File: config.mk
export PLATFORM = sky130hd
export DESIGN_NAME = sensor_scan_ctrl
export DESIGN_NICKNAME = d
export VERILOG_FILES = /design/src/rtl/scan_pkg.sv /design/src/rtl/scan_tick_gen.sv /design/src/rtl/sensor_scan_ctrl.sv
export SDC_FILE = /design/constraint.sdc
export NUM_CORES = 1
export LEC_CHECK = 0
export BUFFER_PORTS_ARGS = -buffer_cell sky130_fd_sc_hd__buf_2
export CORE_UTILIZATION = 56
export DETAILED_ROUTE_END_ITERATION = 7
export PLACE_DENSITY = 0.88
export SLEW_MARGIN = 20
export SYNTH_ARGS = -nofsm -noshare
export SYNTH_HDL_FRONTEND = slang
export SYNTH_SLANG_ARGS = --single-unit
export TNS_END_PERCENT = 100
File: constraint.sdc
create_clock -name clk -period 3.8 [get_ports clk]
set_input_delay 0.38 -clock clk [delete_from_list [all_inputs] [get_ports clk]]
set_output_delay 0.38 -clock clk [all_outputs]
set_load 0.02 [all_outputs]
File: src/rtl/scan_pkg.sv
// Shared types and widths for the temperature sensor scan path.
package scan_pkg;

    localparam int TEMP_W = 6;
    localparam int FRAC_W = 4;

    typedef enum logic [1:0] {
        ST_IDLE    = 2'd0,
        ST_REQ     = 2'd1,
        ST_CAPTURE = 2'd2,
        ST_GAP     = 2'd3
    } scan_state_t;

    // Temperature part of a reading; the channel field is added where CH_W is known.
    typedef struct packed {
        logic [TEMP_W-1:0] temp;
        logic [FRAC_W-1:0] frac;
    } sample_t;

endpackage

File: src/rtl/scan_tick_gen.sv
// Scan-start prescaler: one-cycle tick every SCAN_DIV cycles while enabled.
module scan_tick_gen #(
    parameter int SCAN_DIV = 1000
) (
    input  logic clk,
    input  logic rst_n,
    input  logic enable,
    output logic tick
);

    localparam int CNT_W = $clog2(SCAN_DIV);
    localparam logic [CNT_W-1:0] TERM = CNT_W'(SCAN_DIV - 1);

    logic [CNT_W-1:0] cnt;

    always_ff @(posedge clk) begin
        if (!rst_n || !enable) begin
            cnt <= '0;
        end else if (cnt == TERM) begin
            cnt <= '0;
        end else begin
            cnt <= cnt + 1'b1;
        end
    end

    assign tick = enable && (cnt == TERM);

endmodule

File: src/rtl/sensor_scan_ctrl.sv
// Periodic scan of NUM_CH temperature sensors through one shared req/ack sampler.
//
// state      | meaning
// ST_IDLE    | waiting for a scan tick
// ST_REQ     | smp_req high for channel ch, waiting for ack or timeout
// ST_CAPTURE | latched reading presented on mon_* with mon_valid
// ST_GAP     | one cycle with smp_req low before next channel / end of scan
module sensor_scan_ctrl
    import scan_pkg::*;
#(
    parameter int NUM_CH   = 4,
    parameter int CH_W     = 2,
    parameter int SCAN_DIV = 1000,
    parameter int TIMEOUT  = 255
) (
    input  logic              clk,
    input  logic              rst_n,
    input  logic              enable,
    output logic              smp_req,
    output logic [CH_W-1:0]   smp_ch,
    input  logic              smp_ack,
    input  logic [TEMP_W-1:0] smp_temp,
    input  logic [FRAC_W-1:0] smp_frac,
    output logic              mon_valid,
    output logic [CH_W-1:0]   mon_ch,
    output logic [TEMP_W-1:0] mon_temp,
    output logic [FRAC_W-1:0] mon_frac,
    output logic [NUM_CH-1:0] fault,
    input  logic              fault_clr,
    output logic              scan_done,
    output logic              overrun,
    output logic              busy
);

    localparam int WAIT_W = $clog2(TIMEOUT + 1);
    localparam logic [WAIT_W-1:0] WAIT_LOAD = WAIT_W'(TIMEOUT - 1);
    localparam logic [CH_W-1:0]   LAST_CH   = CH_W'(NUM_CH - 1);

    typedef struct packed {
        logic [CH_W-1:0] ch;
        sample_t         smp;
    } reading_t;

    scan_state_t       state, state_nxt;
    logic              tick;
    logic [CH_W-1:0]   ch;
    logic [WAIT_W-1:0] wait_cnt;
    reading_t          rd;
    logic              last_ch;
    logic              timed_out;
    logic [NUM_CH-1:0] fault_set;

    scan_tick_gen #(.SCAN_DIV(SCAN_DIV)) u_tick (
        .clk    (clk),
        .rst_n  (rst_n),
        .enable (enable),
        .tick   (tick)
    );

    assign last_ch   = (ch == LAST_CH);
    // Wait timer runs down from TIMEOUT-1; terminal count without ack faults the channel.
    assign timed_out = (state == ST_REQ) && enable && !smp_ack && (wait_cnt == '0);
    assign fault_set = timed_out ? (NUM_CH'(1) << ch) : '0;

    always_ff @(posedge clk) begin
        if (!rst_n) begin
            state <= ST_IDLE;
        end else begin
            state <= state_nxt;
        end
    end

    always_comb begin
        state_nxt = state;
        case (state)
            ST_IDLE: begin
                if (tick) state_nxt = ST_REQ;
            end
            ST_REQ: begin
                if (!enable)                 state_nxt = ST_IDLE;
                else if (smp_ack)            state_nxt = ST_CAPTURE;
                else if (wait_cnt == '0)     state_nxt = ST_GAP;
            end
            ST_CAPTURE: begin
                state_nxt = enable ? ST_GAP : ST_IDLE;
            end
            ST_GAP: begin
                state_nxt = (!enable || last_ch) ? ST_IDLE : ST_REQ;
            end
            default: state_nxt = ST_IDLE;
        endcase
    end

    always_comb begin
        smp_req   = (state == ST_REQ);
        mon_valid = (state == ST_CAPTURE);
        busy      = (state != ST_IDLE);
        scan_done = (state == ST_GAP) && last_ch && enable;
        overrun   = tick && (state != ST_IDLE);
    end

    always_ff @(posedge clk) begin
        if (!rst_n) begin
            ch       <= '0;
            wait_cnt <= WAIT_LOAD;
            rd       <= '0;
            fault    <= '0;
        end else begin
            if (state == ST_IDLE && tick) begin
                ch <= '0;
            end else if (state == ST_GAP && enable && !last_ch) begin
                ch <= ch + 1'b1;
            end
            wait_cnt <= (state == ST_REQ) ? wait_cnt - 1'b1 : WAIT_LOAD;
            if (state == ST_REQ && enable && smp_ack) begin
                rd.ch       <= ch;
                rd.smp.temp <= smp_temp;
                rd.smp.frac <= smp_frac;
            end
            // A timeout in the same cycle as fault_clr keeps its own bit set.
            fault <= (fault & ~{NUM_CH{fault_clr}}) | fault_set;
        end
    end

    assign smp_ch   = ch;
    assign mon_ch   = rd.ch;
    assign mon_temp = rd.smp.temp;
    assign mon_frac = rd.smp.frac;

endmodule

==> results.toml, run 1 <==
[route]
dr_total_vias = 1353
first_pass_iters = 4
viasPerCell = 5.29
ant_nets = 0
detail_route.wirelength_mm = 3.14
drc_errors = 0
drt-initial-drc-count = 36
wl_per_cell_um = 12.3

[synth]
synth_top_area_share_pct = 45.5
ys_seq_elements = 38
yosys-top-cells-count = "38 x dfxtp_1, 35 x nand2_1, 16 x nor2_1"
synthCells = 186
synth.distinct_cells = 41
netlist_area_um2 = 1670
synth_area_leader_cell = "dfxtp_1"
synth_top_flop_cell = "dfxtp_1"
yosysMostFrequentCell = "dfxtp_1"
synth-async-reset-ratio_pct = 0
synth_warnings = 0
syn_nets = 208
synth-edff-count = 0
synth_area_leaders = "dfxtp_1 46%, nand2_1 7.9%, ha_1 5.2%"
avgSynthCellArea_um2 = 8.98
ys_seq_area_share_pct = 45.5

[floorplan]
die_area_um2 = 3210
start_util_pct = 60.1
core_region_area_um2 = 2780
fp.dieH_um = 56.6
ios = 38
die_w_um = 56.6
rows = 19

[timing]
tightest_slew_ns = 0.480
fmax_mhz = 521
hold_viol_final = 0
whs_ns = 0.262
rsz0062_at_grt = "false"
fin_worst_skew_ns = 0.00703
tns_ns = 0
setup_viol = 0
slew_headroom_pct = 67.9
period_share_pct = 50.5
final_max_slew_viol_count = 0
period_minus_slack_ns = 1.92

[clock_network]
cts_buffers = 5
clock-sinks = 38
cts_tree = "done"
root_buffer = "clkbuf_4"
clk_path_buf_depth = 2
insertion_delay_ns = 0.35
clkSlewWorstSetupHoldPaths_ns = 0.11
post-cts-setup-buffers = 0
cts_resized = 0
cts_hold_buf = 0
htreeDepth = 2

[worst_setup_path]
crit_family = "simple AND/OR/NAND/NOR gates"
critical-path-max-stage-delay_ns = 0.38
critPathLaunchType = "flip-flop"
rrSetupSlack_ns = 2.28
critical_path_buf_inv_count = 1
crit_path_top_delay_cell = "dfxtp_1"
cp_max_fo = 5
cp-end-kind = "output pin"
worstPathRequired_ns = 3.42
worstPathArrival_ns = 1.54
critPathKind = "flip-flop to output pin"
crit_chain = "ha_1 > and2_4 > nand4bb_1 > nor2_1 > buf_2"

[place]
post-dp-hpwl_mm = 2.25
placed_cells = 248
portBuffers = 37
place_area_um2 = 1860
place_congestion = 0.780

[min_path]
min_path_type = "input pin to flip-flop"

[grt]
grt_usage_pct = 21.7
overflow = 0
grt_max_degree = 20
grt_pass1_wl_mm = 5.29
antenna_found_initial = 0
grt_pass1_vias = 1251

[cells_and_area]
multi_input_area_um2 = 853
drive_gt1_share_pct = 22.2
n_antenna_cell = 0
num-nets-final = 246
finalNonFillerCells = 256
seqCellArea_um2 = 761
area_growth_pct = 15.2
fillers = 225
final_util_pct = 69.2
stdcell_area_um2 = 1920

[flow_run]
max_cap_violations = 0

[power]
vdd_drop_max_uv = 304
p_per_area_nw_per_um2 = 331
leakage_nw = 0.813

[run_status]
status = "complete, no violations"
-- path summary, 6_finish.rpt --
check | startpoint | endpoint | depth (start not counted)
setup / recovery | u_tick.cnt[0] | overrun | 5
hold / removal | smp_temp[0] | mon_temp[0] | 3
setup reg to reg | u_tick.cnt[0] | u_tick.cnt[8] | 5
hold reg to reg | mon_ch[0] | mon_ch[0] | 2
-- per-layer routing --
layer  GRT usage (%)  vias to the layer above  wire length (um)
met3            5.53                        7                94
met1            26.2                      615              1500
met2            35.3                       20              1480
li1                -                      711                 -
met5               0                        -                 0
met4            11.5                        0                65
-- report_power, final --
part,total (mW),switching [mW],internal (mW),leakage [nW]
Clock,0.218,0.129,0.0896,0.0353
Combinational,0.0188,0.00971,0.00909,0.471
Sequential,0.400,0.000811,0.399,0.307
Total,0.637,0.139,0.498,0.813
-- logic make-up after synthesis --
group,Yosys count,share of synthesized area [%]
and+or+nand+nor,83,26.4
DFF,38,45.5
AOI/OAI and AO/OA,35,14.1
buffers and inverters,13,3.37
xor gates and xnor gates,9,4.72
adders and majority gates,7,5.24
muxes,1,0.599
-- flip-flops by register name, summed over array words and instances, names as in the netlist --
name,flops
wait_cnt,8
mon_temp,6
fault,4
u_tick.cnt,10
mon_frac,4
smp_ch,2
state,2
mon_ch,2
-- area by class of cell --
class,count,area share [%]
multi-input combinational,135,44.3
timing repair buffer,37,9.62
inverter,7,1.37
clock buffer,7,2.86
tap,31,2.02
sequential,38,39.5
clock inverter,1,0.260
-- worst reg2reg max path, cell delays in order, from the launching register on --
cell	delay, ns
dfxtp_1	0.38
ha_1	0.20
and2_4	0.18
nand4_1	0.17
or3_1	0.36
a31oi_1	0.16
-- stage by stage --
| stage | power [mW] | worst slack [ns] |
|---|---|---|
| 2_1_floorplan | 0.418 | 2.30 |
| 3_3_place_gp | 0.428 | 2.30 |
| 3_5_place_dp | 0.428 | 2.27 |
| 4_1_cts | 0.642 | 1.87 |
| 5_1_grt | 0.662 | 1.74 |
| 6_report | 0.637 | 1.88 |
-- cell usage in the layout (no fill, tap or decap), types with 2 or more instances in the layout --
cell      count
and3_1        5
dfxtp_1      38
o21ai_0       5
nor2_1       16
ha_1          7
nor3_1        2
and4bb_2      2
nor2b_1       2
a21oi_1       7
xnor2_1       6
clkbuf_4      5
a31oi_1       2
a22o_1        4
nand2_1      35
a21boi_0     11
inv_1         7
o211ai_1      2
nand3_1       6
a211oi_1      2
xor2_1        3
buf_2        37
Power figures use the tool's default switching activity.
==> inputs of run 2 (changes only) <==
CORE_UTILIZATION = 47   (was 56)
PLACE_DENSITY = 0.8   (was 0.88)
clock period = 1.6 ns   (was 3.8 ns; I/O delays follow)
==> run 2 against run 1 <==
Die area increased by 18%. Largest cell class unchanged. Core utilization decreased by 7.4 points. Non-clock buffer count increased by 9. Critical endpoint unchanged. Via count increased by 2.6%. Wire length increased by 5.7%. Highest routed layer unchanged. Sequential power increased by 140%.
==> results.toml, run 2 (synthesis gave the netlist of run 1 again) <==
[grt]
overflow = 0
grt_usage_pct = 19.3
antenna_found_initial = 0
grt_pass1_wl_mm = 5.27
grt_pass1_vias = 1225
grt_max_degree = 20

[place]
place_ws_ns = 0.108
place_congestion = 0.756
portBuffers = 37
post-dp-hpwl_mm = 2.28
place_area_um2 = 1920

[worst_setup_path]
cp-end-kind = "output pin"
cp_max_fo = 3
crit_end = "overrun"
rrSetupSlack_ns = 0.07
reg2reg_depth = 6
critPathKind = "flip-flop to output pin"
critPathLaunchType = "flip-flop"
critPathLaunch = "u_tick.cnt[4]"
r2r-start = "u_tick.cnt[4]"
r2r_end = "u_tick.cnt[3]"
worstPathArrival_ns = 1.40
worstPathRequired_ns = 1.44

[route]
viasPerCell = 4.99
dr_total_vias = 1388
detail_route.wirelength_mm = 3.32
first_pass_iters = 4
wl_per_cell_um = 12.0
ant_nets = 0
drt-initial-drc-count = 43
drc_errors = 0

[clock_network]
htreeDepth = 2
clock-sinks = 38
cts_tree = "done"
cts_buffers = 5
clk_path_buf_depth = 2
insertion_delay_ns = 0.34
clkSlewWorstSetupHoldPaths_ns = 0.10
root_buffer = "clkbuf_4"

[timing]
slew_headroom_pct = 73.3
finalWorstSetupSlack_ns = 0.0429
fmax_mhz = 642
setup_viol = 0
period_share_pct = 97.3
fin_worst_skew_ns = 0.00505
rsz0062_at_grt = "true"
period_minus_slack_ns = 1.56
hold_viol_final = 0
tightest_slew_ns = 0.395
final_max_slew_viol_count = 0

[cells_and_area]
fillers = 314
n_antenna_cell = 0
largest_register_ffs = 10
final_cell_mix = "36 x buf_2, 35 x nand2_1, 28 x dfxtp_1, 15 x nor2_1, 11 x a21boi_0"
stdcell_area_um2 = 2080
top_register = "u_tick.cnt"
drive_gt1_share_pct = 31.0
mostFrequentLayoutCell = "buf_2"
num-nets-final = 255
area_growth_pct = 24.5

[flow_run]
max_cap_violations = 0

[floorplan]
die_w_um = 61.6
start_util_pct = 49.7
die_area_um2 = 3800
rows = 21
fp.dieH_um = 61.6
core_region_area_um2 = 3360
ios = 38

[power]
p_per_area_nw_per_um2 = 713
vdd_drop_max_uv = 438
p_total_mw = 1.48
leakage_nw = 0.872

[min_path]
min_path_type = "input pin to flip-flop"

[run_status]
status = "complete, no violations"
-- run 2: changes by cell type in the layout (fill, tap and decap cells not counted), sizes merged --
| cell | previous run | this run |
|---|---|---|
| buf | 37 | 46 |
| clkbuf | 7 | 6 |
| clkinv | 1 | 0 |
-- run 2: repair_timing --
item / 4_1_cts / 5_1_grt
hold buffers: 0 / 0
pin swaps: 3 / 3
endpoints found under the setup margin: 1 / 2
hold endpoints to repair: 0 / 0
buffers inserted: 5 / 1
gates resized for setup: 14 / 7
gates cloned: 0 / 0
-- run 2: area by class of cell --
type	instances	area, um^2	share of cell area [%]
multi-input combinational	135	892	42.9
clock buffer	6	51.3	2.47
tap	46	57.6	2.77
sequential	38	781	37.5
timing repair buffer	46	272	13.1
inverter	7	26.3	1.26
-- run 2: how the worst min path moves through the flow --
stage,startpoint,endpoint,cells past startpoint
after floorplan,smp_frac[2],mon_frac[2],2
after global placement,smp_frac[2],mon_frac[2],3
after detailed placement,smp_frac[2],mon_frac[2],3
after CTS,smp_frac[2],mon_frac[2],3
after global routing,smp_frac[2],mon_frac[2],3
final,smp_frac[2],mon_frac[2],3
-- run 2: where the power goes --
group / leakage (nW) / switching, mW / internal, mW
clock: 0.0302 / 0.285 / 0.198
sequential: 0.312 / 0.00285 / 0.944
combinational: 0.529 / 0.0256 / 0.0279
total: 0.872 / 0.313 / 1.17
-- run 2: per-layer routing --
metal | up-vias | global-route usage (%) | share of wire, %
met2 | 30 | 31.8 | 47
met5 | - | 0 | 0
met4 | 0 | 7.62 | 1.7
met3 | 7 | 6.30 | 4.3
li1 | 733 | - | -
met1 | 618 | 23.2 | 47
-- run 2: stage by stage --
stage / hold WS [ns] / cells / TNS, ns / utilization, %
6_report: 0.0489 / 278 / 0 / 61.8
3_5_place_dp: 0.411 / 266 / 0 / 57.0
4_1_cts: 0.0408 / 277 / 0 / 61.0
3_3_place_gp: 0.410 / 266 / 0 / 57.0
5_1_grt: 0.0324 / 278 / -0.0674 / 61.8
2_1_floorplan: 0.295 / 186 / 0 / -
-- run 2: worst max-delay path, cell delays in order (launching register included) --
cell and delay [ns]:
dfxtp_4 0.36, and4bb_2 0.34, nand4bb_4 0.15, nor2_4 0.10
buf_6 0.12
